--- config.mk ---
export PLATFORM = sky130hd
export DESIGN_NAME = ras_request_gen
export DESIGN_NICKNAME = d
export VERILOG_FILES = /design/src/rtl/ras_request_gen_pkg.sv /design/src/rtl/ras_request_gen_cf_decode.sv /design/src/rtl/ras_request_gen.sv
export SDC_FILE = /design/constraint.sdc
export NUM_CORES = 1
export LEC_CHECK = 0
export BUFFER_PORTS_ARGS = -buffer_cell sky130_fd_sc_hd__buf_2
export CAP_MARGIN = 20
export CELL_PAD_IN_SITES_DETAIL_PLACEMENT = 0
export CELL_PAD_IN_SITES_GLOBAL_PLACEMENT = 1
export CORE_UTILIZATION = 29
export DETAILED_ROUTE_END_ITERATION = 7
export GPL_ROUTABILITY_DRIVEN = 0
export PLACE_DENSITY_LB_ADDON = 0.1
export SYNTH_ARGS = -nofsm -noshare
export SYNTH_HDL_FRONTEND = slang
export SYNTH_HIERARCHICAL = 1
export SYNTH_SLANG_ARGS = --single-unit
--- constraint.sdc ---
create_clock -name clk -period 10 [get_ports clk]
set_clock_uncertainty 0.15 [all_clocks]
set_input_delay 2 -clock clk [delete_from_list [all_inputs] [get_ports clk]]
set_output_delay 2 -clock clk [all_outputs]
set_load 0.02 [all_outputs]
--- src/rtl/ras_request_gen_pkg.sv ---
// Shared types for the RAS request generator.
// Control-flow classes, FSM states and the link-register hint.
package ras_request_gen_pkg;

  typedef enum logic [1:0] {
    CF_BRANCH = 2'd0,
    CF_JAL    = 2'd1,
    CF_JALR   = 2'd2
  } cf_type_t;

  typedef enum logic {
    RUN     = 1'b0,
    RECOVER = 1'b1
  } ras_req_state_t;

  // x1 (ra) and x5 (t0) are the RISC-V link registers
  function automatic logic is_link_reg(input logic [4:0] r);
    return (r == 5'd1) | (r == 5'd5);
  endfunction

endpackage

--- src/rtl/ras_request_gen_cf_decode.sv ---
// RAS hint decode for one control-flow instruction.
// Pure combinational: type/rd/rs1 to push/pop.
module ras_cf_decode
  import ras_request_gen_pkg::*;
(
  input  logic [1:0] cf_type_i,
  input  logic [4:0] rd_i,
  input  logic [4:0] rs1_i,
  output logic       push_o,
  output logic       pop_o
);

  logic rd_link;
  logic rs1_link;

  assign rd_link  = is_link_reg(rd_i);
  assign rs1_link = is_link_reg(rs1_i);

  // Classify call / return / coroutine swap; reserved type is a branch
  always_comb begin
    push_o = 1'b0;
    pop_o  = 1'b0;
    unique case (1'b1)
      (cf_type_i == CF_JAL): begin
        push_o = rd_link;
      end
      (cf_type_i == CF_JALR): begin
        push_o = rd_link;
        pop_o  = rs1_link & ~(rd_link & (rd_i == rs1_i));
      end
      default: begin
        push_o = 1'b0;
        pop_o  = 1'b0;
      end
    endcase
  end

endmodule

--- src/rtl/ras_request_gen.sv ---
// Fetch-side initiator of all return-address-stack requests.
// Tracks speculative checkpoints and holds fetch when full or recovering.
module ras_request_gen
  import ras_request_gen_pkg::*;
#(
  parameter  int MAX_BRANCHES = 8,
  localparam int CNT_W = $clog2(MAX_BRANCHES + 1)
) (
  input  logic             clk,
  input  logic             rst,
  input  logic             gc_fetch_flush,
  input  logic             early_branch_flush,
  input  logic             cf_valid,
  input  logic [1:0]       cf_type,
  input  logic [4:0]       cf_rd,
  input  logic [4:0]       cf_rs1,
  input  logic [31:0]      cf_pc,
  input  logic             cf_compressed,
  input  logic             cf_speculative,
  input  logic             retire_branch,
  output logic             fetch_hold,
  output logic             ras_push,
  output logic             ras_pop,
  output logic [31:0]      ras_new_addr,
  output logic             ras_branch_fetched,
  output logic             ras_branch_retired,
  output logic [CNT_W-1:0] outstanding
);

  ras_req_state_t   state_q;
  logic [CNT_W-1:0] outstanding_q;
  logic [CNT_W-1:0] outstanding_d;

  logic flush;
  logic accept;
  logic dec_push;
  logic dec_pop;
  logic full;

  ras_cf_decode u_decode (
    .cf_type_i (cf_type),
    .rd_i      (cf_rd),
    .rs1_i     (cf_rs1),
    .push_o    (dec_push),
    .pop_o     (dec_pop)
  );

  assign flush  = gc_fetch_flush | early_branch_flush;
  assign full   = (outstanding_q == CNT_W'(MAX_BRANCHES));

  // Hold is conservative: a same-cycle retire does not release it
  assign fetch_hold = (state_q == RECOVER) | full;
  assign accept     = cf_valid & ~fetch_hold;

  // Requests still fire alongside a flush; the RAS restores on flush
  assign ras_push = accept & dec_push;
  assign ras_pop  = accept & dec_pop;

  assign ras_new_addr = ras_push
    ? cf_pc + (cf_compressed ? 32'd2 : 32'd4)
    : 32'd0;

  assign ras_branch_fetched = accept & cf_speculative;

  // Retires at zero belong to branches wiped by an earlier flush
  assign ras_branch_retired = retire_branch
    & (outstanding_q != '0)
    & (state_q == RUN);

  assign outstanding = outstanding_q;

  // Checkpoint count: cleared by flush, otherwise fetched minus retired
  always_comb begin
    outstanding_d = outstanding_q;
    if (flush || state_q == RECOVER) begin
      outstanding_d = '0;
    end else begin
      outstanding_d = outstanding_q
        + CNT_W'(ras_branch_fetched)
        - CNT_W'(ras_branch_retired);
    end
  end

  // RUN/RECOVER sequencing and counter register
  always_ff @(posedge clk) begin
    if (rst) begin
      state_q       <= RUN;
      outstanding_q <= '0;
    end else begin
      outstanding_q <= outstanding_d;
      unique case (state_q)
        RUN:     state_q <= flush ? RECOVER : RUN;
        RECOVER: state_q <= flush ? RECOVER : RUN;
        default: state_q <= RUN;
      endcase
    end
  end

endmodule

-- Word level (Yosys, flattened, before mapping)
Index checks and enable logic that the tools add are counted.
- register bits after elaboration: 5
- input port bits: 52
- output and inout bits: 41
- logic and storage cells: 37
- $add $sub $neg: 3
- eq/ne operators: 8
- muxes and demuxes: 5
- bitwise operators: 15
- reduce and logical (&&, ||, !) cells: 4
- operator list (kind ; number):
    adder 32 x 3 -> 32 bit ; 1
    two-way mux 32 bit ; 1
    equality test 5 x 1 -> 1 bit, second input constant ; 2
    equality test 5 x 3 -> 1 bit, second input constant ; 2
    bitwise AND 1 bit ; 8
    equality test 5 bit ; 1
    adder 4 x 1 -> 4 bit ; 1
    equality test 4 bit, second input constant ; 1
    OR 1 bit ; 4
    nonzero test 4 bit ; 1
    OR reduction 2 bit ; 2
    subtractor 4 x 1 -> 4 bit ; 1
    two-way mux 1 bit ; 3
    two-way mux 3 bit ; 1
    NOT 1 bit ; 3
    equality test 2 x 1 -> 1 bit, second input constant ; 1
    equality test 2 bit, second input constant ; 1
    logical OR 1 bit ; 1

-- Depth between registers and ports, before layout
- depth after elaboration: 7
- mapped depth: 10

-- Cells and area by module
Netlist, hierarchy kept.
- by module, submodules not included (module ; instances ; cells an instance ; area each (um2) ; seq. area each (um2)):
    ras_request_gen ; 1 ; 179 ; 1232.4 ; 100.1
    ras_cf_decode ; 1 ; 7 ; 66.3 ; 0.0

-- Worst setup path before layout
OpenSTA, ideal clock, no wires.
- path kind: input to output
- start point: input cf_pc[1]
- end point: output ras_new_addr[29]
- data arrival time: 4.108 ns
- data required time: 7.850 ns
- path slack: 3.742 ns
- cell stages on the path: 7
- path buffers: 0
- cells stage by stage: ha_1 inv_1 fa_1 nand2b_1 or4_1 or4_1 a21oi_1
- word-level cells in the longest chain between the ends: 2
- RTL lines (item ; RTL line ; source):
    from (decl) ; ras_request_gen.sv:17 ; input logic [31:0] cf_pc,
    adder 32 x 3 -> 32 bit ; ras_request_gen.sv:60 ; ? cf_pc + (cf_compressed ? 32'd2 : 32'd4)
    two-way mux 32 bit ; ras_request_gen.sv:60 ;
    to (decl) ; ras_request_gen.sv:24 ; output logic [31:0] ras_new_addr,
No other way between the ends.

-- Worst setup path in the final report
- start point: input cf_compressed
- end point: output ras_new_addr[29]
- word-level cells in the longest chain between the ends: 3
- RTL lines (item ; RTL line ; source):
    from (decl) ; ras_request_gen.sv:18 ; input logic cf_compressed,
    two-way mux 3 bit ; ras_request_gen.sv:60 ;
    adder 32 x 3 -> 32 bit ; ras_request_gen.sv:60 ;
    two-way mux 32 bit ; ras_request_gen.sv:60 ;
No other way between the ends.

==> flow_summary.ini <==
[run_status]
status = finished, final reports clean

[worst_setup_path]
crit_slowest_cell = or4_1
crit_family = simple AND/OR/NAND/NOR gates
crit_arrival_ns = 4.29
end_kind = primary output
startpoint_type = input port
crit_path_max_incr_delay_ns = 0.49
rrSetupSlack_ns = 7.65
crit_start = cf_compressed
cp.depth = 9
worst-path-buf-inv = 3
r2r_end = outstanding[2]$_SDFF_PP0_
rr_worst_depth = 10
path_cells = buf_2 > ha_1 > inv_1 > fa_1 > nand2b_1 > or4_1 > or4_1 > a21oi_1 > buf_2
critPathKind = in -> out
cp_max_fo = 4
required_ns = 7.85
r2r_start = outstanding[2]$_SDFF_PP0_

[timing]
slew_viol_final = 0
setup_viol = 0
grt_setup_unrepaired = no
setup_tns_ns = 0
post-route-min-period_ns = 6.44
max_freq_mhz = 155
hold-worst-slack_ns = 0.479
finalHoldViolCount = 0
fin_crit_sh_pct = 64.4
relSlewSlack_pct = 63.5
tightest_slew_ns = 0.547

[finish]
final_util_pct = 43.9
post-route-cell-area_um2 = 1820
final_nets = 340
drive_gt1_share_pct = 38.4
diodes = 0
fillers = 461
area_growth_syn_to_layout_pct = 40.1

[yosys]
synth_compound_area_share_pct = 18.3
synth-simple-area-share_pct = 43.2
ys.flop_type = dfxtp_1
synthMuxAreaShare_pct = 0.771
synth-adder-area-share_pct = 11.8
synth_top_family_by_area = simple AND/OR/NAND/NOR gates
synth_edf_count = 0
synth_seq_cells = 5
netlist_area_um2 = 1300
synth-xor-area-share_pct = 9.44
avgSynthCellArea_um2 = 6.98
syn_inst = 186
syn_nets = 249
synthArstFlopShare_pct = 0
yosys_warnings = 6
ys_types = 43
seq_area_frac_synth_pct = 7.71

[power_and_ir_drop]
power_density_nw_per_um2 = 51.6
p_leak_uw = 0.000881
vdd_ir_drop_max_v = 0.0000663

[clock_network]
clock_latency_ns = 0.22
path_clk_slew_ns = 0.04
cts_tree = built
post_cts_buffers = 0
htreeDepth = 1
cts_buffers = 3
clock-sinks = 5
hold_buffers = 0
clock_path_buffers = 2
cts_resized = 0
root_buffer = clkbuf_8

[place]
io_buffers = 92
dpl_cell_area_um2 = 1770
dpl.hpwl_mm = 3.19

[global_route]
grt_pass1_vias = 1411
antenna_found_initial = 0
grt_use_total_pct = 16.1
grt_max_degree = 30
grt_pass1_wl_mm = 5.96
gr-total-overflow = 0

[drt]
wl_met3_um = 258
firstDrtPassIters = 4
ant_nets = 0
avgViaCountPerCell = 5.16
vias = 1682
top_layer = met4
drc = 0
met1_length_mm = 1.93
post_drt_wl_per_cell_um = 12.2
wl_met2_mm = 1.77
first_iter_violations = 81
totalWireLength_mm = 3.97

[worst_hold_path]
holdPathEnd = outstanding[1]$_SDFF_PP0_
hp-class = reg -> reg
worstHoldPathCells = 3
hp-start = state_q$_SDFF_PP0_

[floorplan]
die_w_um = 68.9
initial_utilization_pct = 31.3
rows = 23
die_h_um = 68.9
io_pins = 93
die_area_um2 = 4750
coreArea_um2 = 4140

[run]
drv_cap = 0
==> stage by stage <==
step	worst slack (ns)	instances	power (uW)
2_1_floorplan	3.74	186	37.5
3_3_place_gp	3.55	322	56.1
3_5_place_dp	3.55	322	56.2
4_1_cts	3.54	326	95.0
5_1_grt	3.38	326	100
6_report	3.56	326	93.8
==> area by class of cell <==
class / count / area (um2) / area share [%]
inverters: 16 / 60.1 / 3.30
repair buffers: 93 / 468 / 25.7
well taps: 50 / 62.6 / 3.44
flip-flops and latches: 5 / 100 / 5.50
clock buffers: 4 / 45.0 / 2.48
multi-input cells: 158 / 1080 / 59.6
==> how the worst max path moves through the flow <==
stage                       endpoint  slack [ns]
CTS                 ras_new_addr[29]        3.54
floorplan           ras_new_addr[29]        3.74
global placement    ras_new_addr[29]        3.55
finish              ras_new_addr[29]        3.56
detailed placement  ras_new_addr[29]        3.55
global route        ras_new_addr[29]        3.38
==> routing by layer <==
| layer | global-route usage, % | up-vias |
|---|---|---|
| li1 | - | 868 |
| met1 | 22.0 | 751 |
| met2 | 27.1 | 61 |
| met3 | 1.48 | 2 |
| met4 | 3.06 | 0 |
| met5 | 0 | - |
==> cell usage after synthesis, types with 4 or more instances <==
| master | count | area share (%) |
|---|---|---|
| a21oi_1 | 17 | 6.6 |
| and3_1 | 4 | 1.9 |
| dfxtp_1 | 5 | 7.7 |
| ha_1 | 9 | 8.7 |
| inv_1 | 16 | 4.6 |
| nand2_1 | 13 | 3.8 |
| nand3_1 | 7 | 2.7 |
| nand4_1 | 5 | 2.4 |
| nor2_1 | 20 | 5.8 |
| o31ai_1 | 12 | 6.9 |
| or3_1 | 4 | 1.9 |
| or4_1 | 14 | 8.1 |
| xnor2_1 | 10 | 6.7 |
| xor2_1 | 4 | 2.7 |
==> placed cells by master (no fill, tap or decap), types with 4 or more instances in the layout <==
master and n:
or4_1 14, o31ai_1 12, buf_2 92, nand4_1 5, a21oi_1 17, ha_1 9
or3_1 4, xnor2_1 10, nand2_1 13, inv_1 16, xor2_1 4, nor2_1 20
and3_1 4, nand3_1 7, dfxtp_1 5
==> logic make-up (layout without fill, tap and decap cells) <==
group / after synthesis / in the layout
simple gates: 94 / 94
compound gates: 38 / 38
mux: 1 / 1
flops: 5 / 5
buf+inv: 23 / 113
fa+ha+maj: 11 / 11
xor+xnor: 14 / 14
==> where the power goes <==
group | internal, uW | switching (uW) | leakage (uW) | total, uW
logic | 16.0 | 19.2 | 0.000818 | 35.2
clock network | 27.4 | 10.5 | 0.0000228 | 37.9
registers | 20.4 | 0.315 | 0.0000406 | 20.7
==> worst register-to-register path, cell delays in order, from the launching register on <==
cell      delay [ns]
dfxtp_1         0.31
inv_1           0.07
ha_1            0.20
a311oi_1        0.33
ha_1            0.30
inv_1           0.05
ha_1            0.15
inv_1           0.06
fa_1            0.37
xor2_1          0.18
nor2_1          0.06
==> flip-flops by register name, summed over array words and instances (netlist names) <==
| name | flops |
|---|---|
| state_q | 1 |
| outstanding | 4 |
No activity file was read; power rests on OpenSTA's default activity.
